$ cat src/rtl/pipeline_fifo.sv
// Elastic buffer between `pipeline` and a slow consumer: level-DIR / pulsed-ack
// capture on the input side, DOR / ack_to_fifo pop on the output side.
module pipeline_fifo #(
  parameter int WIDTH     = 8,
  parameter int DEPTH     = 4,
  parameter int ADDR_BITS = 2
) (
  input  logic                 clk,
  input  logic                 reset,
  input  logic                 DIR,
  output logic                 ack_from_fifo,
  input  logic [WIDTH-1:0]     data_in,
  output logic                 DOR,
  input  logic                 ack_to_fifo,
  output logic [WIDTH-1:0]     data_out,
  output logic [ADDR_BITS:0]   count,
  output logic                 underflow,
  output logic                 in_state_dbg
);

  // Handshake semantics:
  //   input:  DIR is a level held with data_in until acked. A word is taken on
  //           the first edge where the input FSM is ARMED, DIR=1 and the
  //           pre-edge count is below DEPTH; ack_from_fifo pulses for the one
  //           cycle after that edge. DIR must drop before the next word counts.
  //   output: DOR=1 while any word is stored and data_out is the head. Every
  //           edge with ack_to_fifo=1 and DOR=1 pops exactly one word; an ack
  //           with DOR=0 pops nothing and sets the sticky underflow flag.

  typedef enum logic {
    ARMED = 1'b0,
    HOLD  = 1'b1
  } in_state_t;

  localparam logic [ADDR_BITS:0] FULL_COUNT = (ADDR_BITS+1)'(DEPTH);

  logic [WIDTH-1:0]     mem [DEPTH];
  logic [ADDR_BITS-1:0] wr_ptr;
  logic [ADDR_BITS-1:0] rd_ptr;
  in_state_t            state;
  in_state_t            state_next;

  logic full;
  logic empty;
  logic push;
  logic pop;

  assign full  = (count == FULL_COUNT);
  assign empty = (count == '0);

  // Input FSM: next state and the push decision.
  always_comb begin
    state_next = state;
    push       = 1'b0;
    case (state)
      ARMED: begin
        if (DIR && !full) begin
          push       = 1'b1;
          state_next = HOLD;
        end
      end
      HOLD: begin
        if (!DIR) begin
          state_next = ARMED;
        end
      end
      default: begin
        state_next = ARMED;
      end
    endcase
  end

  assign pop = ack_to_fifo && !empty;

  always_ff @(posedge clk) begin
    if (reset) begin
      state <= ARMED;
    end else begin
      state <= state_next;
    end
  end

  // Storage is not reset; count=0 masks whatever is left behind.
  always_ff @(posedge clk) begin
    if (push) begin
      mem[wr_ptr] <= data_in;
    end
  end

  always_ff @(posedge clk) begin
    if (reset) begin
      wr_ptr        <= '0;
      rd_ptr        <= '0;
      count         <= '0;
      ack_from_fifo <= 1'b0;
      underflow     <= 1'b0;
    end else begin
      ack_from_fifo <= push;
      if (push) begin
        wr_ptr <= wr_ptr + 1'b1;
      end
      if (pop) begin
        rd_ptr <= rd_ptr + 1'b1;
      end
      if (push && !pop) begin
        count <= count + 1'b1;
      end else if (pop && !push) begin
        count <= count - 1'b1;
      end
      if (ack_to_fifo && empty) begin
        underflow <= 1'b1;
      end
    end
  end

  assign DOR          = !empty;
  assign data_out     = empty ? '0 : mem[rd_ptr];
  assign in_state_dbg = state;

  always_ff @(posedge clk) begin
    if (!reset) begin
      assert (count <= FULL_COUNT)
        else $error("pipeline_fifo: count above DEPTH");
    end
  end

endmodule

$ cat config.mk
export PLATFORM = sky130hd
export DESIGN_NAME = pipeline_fifo
export DESIGN_NICKNAME = d
export VERILOG_FILES = /design/src/rtl/pipeline_fifo.sv
export SDC_FILE = /design/constraint.sdc
export NUM_CORES = 1
export LEC_CHECK = 0
export ABC_AREA = 1
export CAP_MARGIN = 40
export CELL_PAD_IN_SITES_DETAIL_PLACEMENT = 1
export CELL_PAD_IN_SITES_GLOBAL_PLACEMENT = 2
export CORE_AREA = 10 10 95 105
export CTS_BUF_LIST = sky130_fd_sc_hd__clkbuf_8
export DETAILED_ROUTE_END_ITERATION = 8
export DIE_AREA = 0 0 105 115
export HOLD_SLACK_MARGIN = 0.12
export PLACE_DENSITY_LB_ADDON = 0.1
export SKIP_CTS_REPAIR_TIMING = 1
export SLEW_MARGIN = 40
export SYNTH_ARGS = -nofsm -noshare
export SYNTH_HDL_FRONTEND = slang
export SYNTH_SLANG_ARGS = --single-unit
$ cat constraint.sdc
create_clock -name clk -period 4.3 [get_ports clk]
set_input_delay 1.29 -clock clk [delete_from_list [all_inputs] [get_ports clk]]
set_output_delay 1.29 -clock clk [all_outputs]
set_load 0.03 [all_outputs]
==> summary.md <==
| Metric | Value |
|---|---|
| Cell Pwr Density | 592.6 nW/µm² |
| Pin count of the biggest net entering global routing | 18 |
| DR vias | 1332 |
| Cell Chain, Critical Path | inv_1 > nand2_1 > a21oi_1 > clkdlybuf4s50_1 |
| Row Count | 34 |
| Net count, final | 235 |
| Final wirelength | 4.551 mm |
| Antenna cell count | 0 |
| Clock Path Buffers | 2 |
| Adder-Cell Fraction of Synth Area | 0.04354 |
| Final Max Slew Viols | 0 |
| Worst Hold Class | flop to flop |
| Vias in the first global route | 1505 |
| Reg clk slew, reported paths | 0.07 ns |
| Total I/O pin count | 27 |
| Worst slew margin | 0.6165 |
| Post-synth top area cell | edfxtp_1 |
| Compound-Gate Fraction of Synth Area | 0.06860 |
| Kind of critical path | flop to output pin |
| Setup violations, final | 0 |
| Ratio of cells with drive above 1 in the final layout | 0.08295 |
| Maximum VDD drop | 0.2209 mV |
| Final setup TNS | 0 ns |
| Fillers | 920 |
| Routability Congestion | 0.7201 |
| Synthesized area | 1897 µm² |
| All-layer global routing usage | 0.08081 |
| Syn Inst Count | 183 |
| Die Ht | 115 µm |
| Asr flop ratio synth | 0 |
| Initial antenna violation count | 0 |
| DRT Pass-1 Iters | 6 |
| Final hold violations | 0 |
| Part of the cycle the worst path needs | 0.7739 |
| Slew @ Worst Pin | 0.5746 ns |
| CP Data Required Time | 3.01 ns |
| Grt ovf | 0 |
| Unique masters post-synth | 20 |
| CTS Buf Count | 5 |
| Post-DR wirelength/cell | 14.00 µm |
| Post-synthesis mux area share | 0 |
| Max_cap viols | 0 |
| CP Max Fanout | 16 |
| Yosys warns | 0 |
| Die X | 105 µm |
| Seq/Total Area, Yosys | 0.6332 |
| CTS sink cnt | 44 |
| DR DRC count | 0 |
| Synth Register Bits | 44 |
| Worst endpoint data arrival time | 2.04 ns |
| Fmax | 300.5 MHz |
| Skew final | 0.003177 ns |
| Core Area | 7828 µm² |
| Depth of the CTS H-tree | 2 |
| CP max stage cell | clkdlybuf4s50_1 |
| Most common cell after layout, fill and taps aside | nand2_1 |
| Final ANT Viol Nets | 0 |
| Post-synth net total | 201 |
| Critical Path End Type | output pin |
| Crit-path max cell delay | 0.71 ns |
| Iter 0 DRT Violations | 46 |
| Synth Flop Type | edfxtp_1 |
| Layout Area Growth over Synthesis | 24.08% |
| Syn Area/Cell | 10.37 µm² |
| Area contributors post-synth | edfxtp_1 (51%), dfxtp_1 (13%), nand2_1 (8.5%) |
| XOR/XNOR Fraction of Synth Area | 0 |
| Number of flops mapped to enable cells by yosys | 32 |
| Post-synth top area share | 0.5066 |
| Setup ws final | 0.9722 ns |
| Status | finished, final reports clean |
| Via density | 4.098 |
| Post-Synth Simple-Gate Area | 0.1788 |
| IO Port Bufs | 26 |
| RSZ-0062 raised after global routing | no |
| Root buf cell | clkbuf_8 |
| Commonest non-fill, non-tap cells in the layout | nand2_1 (43), edfxtp_1 (32), nor2_1 (27), clkdlybuf4s50_1 (26), inv_1 (21) |
| Pre-CTS setup slack | 0.8234 ns |
| Combinational family with the most area after synthesis | simple AND/OR/NAND/NOR gates |
| CTS tree | yes |
| Worst skew pair latency | 0.29 ns |
| Minimum clock period after layout | 3.328 ns |
| Startpoint class of the critical path | flop |
| Die area | 12080 µm² |
| P_leak | 0.9272 nW |
| First-pass GRT wire length | 7.507 mm |
| Starting Density | 0.2423 |
| Post-DP HPWL | 3.334 mm |
cell type report:
class	count	area, µm²	area share
clock buffer	5	68.82	0.02924
sequential	44	1201	0.5104
tap	108	135.1	0.05742
timing repair buffer	31	297.8	0.1265
multi-input combinational	113	551.8	0.2344
clock inverter	2	8.758	0.003721
inverter	22	90.09	0.03828
logic make-up (layout without fill, tap and decap cells):
group,Yosys count,in the layout
flip-flops,44,44
AND/OR/NAND/NOR,81,81
AO/OA/AOI/OAI,26,26
adder cells (fa/ha/maj),6,6
buffers and inverters,26,60
power by group:
group | switching (mW) | total, mW | leakage, nW | internal [mW]
sequential | 0.0303 | 0.544 | 0.391 | 0.514
clock | 0.124 | 0.232 | 0.0452 | 0.108
combinational | 0.400 | 0.619 | 0.491 | 0.218
total | 0.554 | 1.39 | 0.927 | 0.840
final timing paths:
kind,start,endpoint,slack (ns),cells past startpoint
max,flop,data_out[3],0.97,4
min,underflow,underflow,0.48,2
max reg2reg,count[0],count[1],2.18,9
min reg2reg,underflow,underflow,0.48,2
registers in the layout (all words and copies together), names as in the netlist, named ones only:
register and cells:
mem 32, count 3, rd_ptr 2, wr_ptr 2, ack_from_fifo 1, in_state_dbg 1, underflow 1
cell usage after synthesis, types with 2 or more instances:
cell,instances
nand2_1,43
edfxtp_1,32
nor2_1,27
inv_1,20
a21oi_1,15
dfxtp_1,12
o21ai_0,9
ha_1,5
nand3_1,4
buf_6,3
nand2_2,2
nor2_2,2
o21ai_1,2
through the flow:
stage,cells,instance area (µm²),utilization,hold WS (ns),total power [mW]
final,325,2354,0.3007,0.4772,1.395
after global routing,325,2354,0.3007,0.5044,1.505
after CTS,325,2354,0.3007,0.4896,1.430
after detailed placement,318,2276,0.2908,0.4762,1.192
after global placement,318,2276,0.2908,0.4403,1.167
after floorplan,183,1897,-,0.4481,0.9560
layer usage:
metal | vias to the layer above | routed length, µm | track usage
met1 | 628 | 1688 | 0.07298
met2 | 35 | 2522 | 0.1596
met4 | 0 | 87 | 0.03297
li1 | 662 | - | -
met3 | 7 | 253 | 0.02910
met5 | - | 0 | 0
worst max-delay path, delay by kind of cell, from the launching register on:
family,cells,cell delay (ns)
AO/OA/AOI/OAI,1,0.20
flip-flops,1,0.30
buffers and inverters,2,1.13
AND/OR/NAND/NOR,1,0.11
No activity file was read; power rests on OpenSTA's default activity.
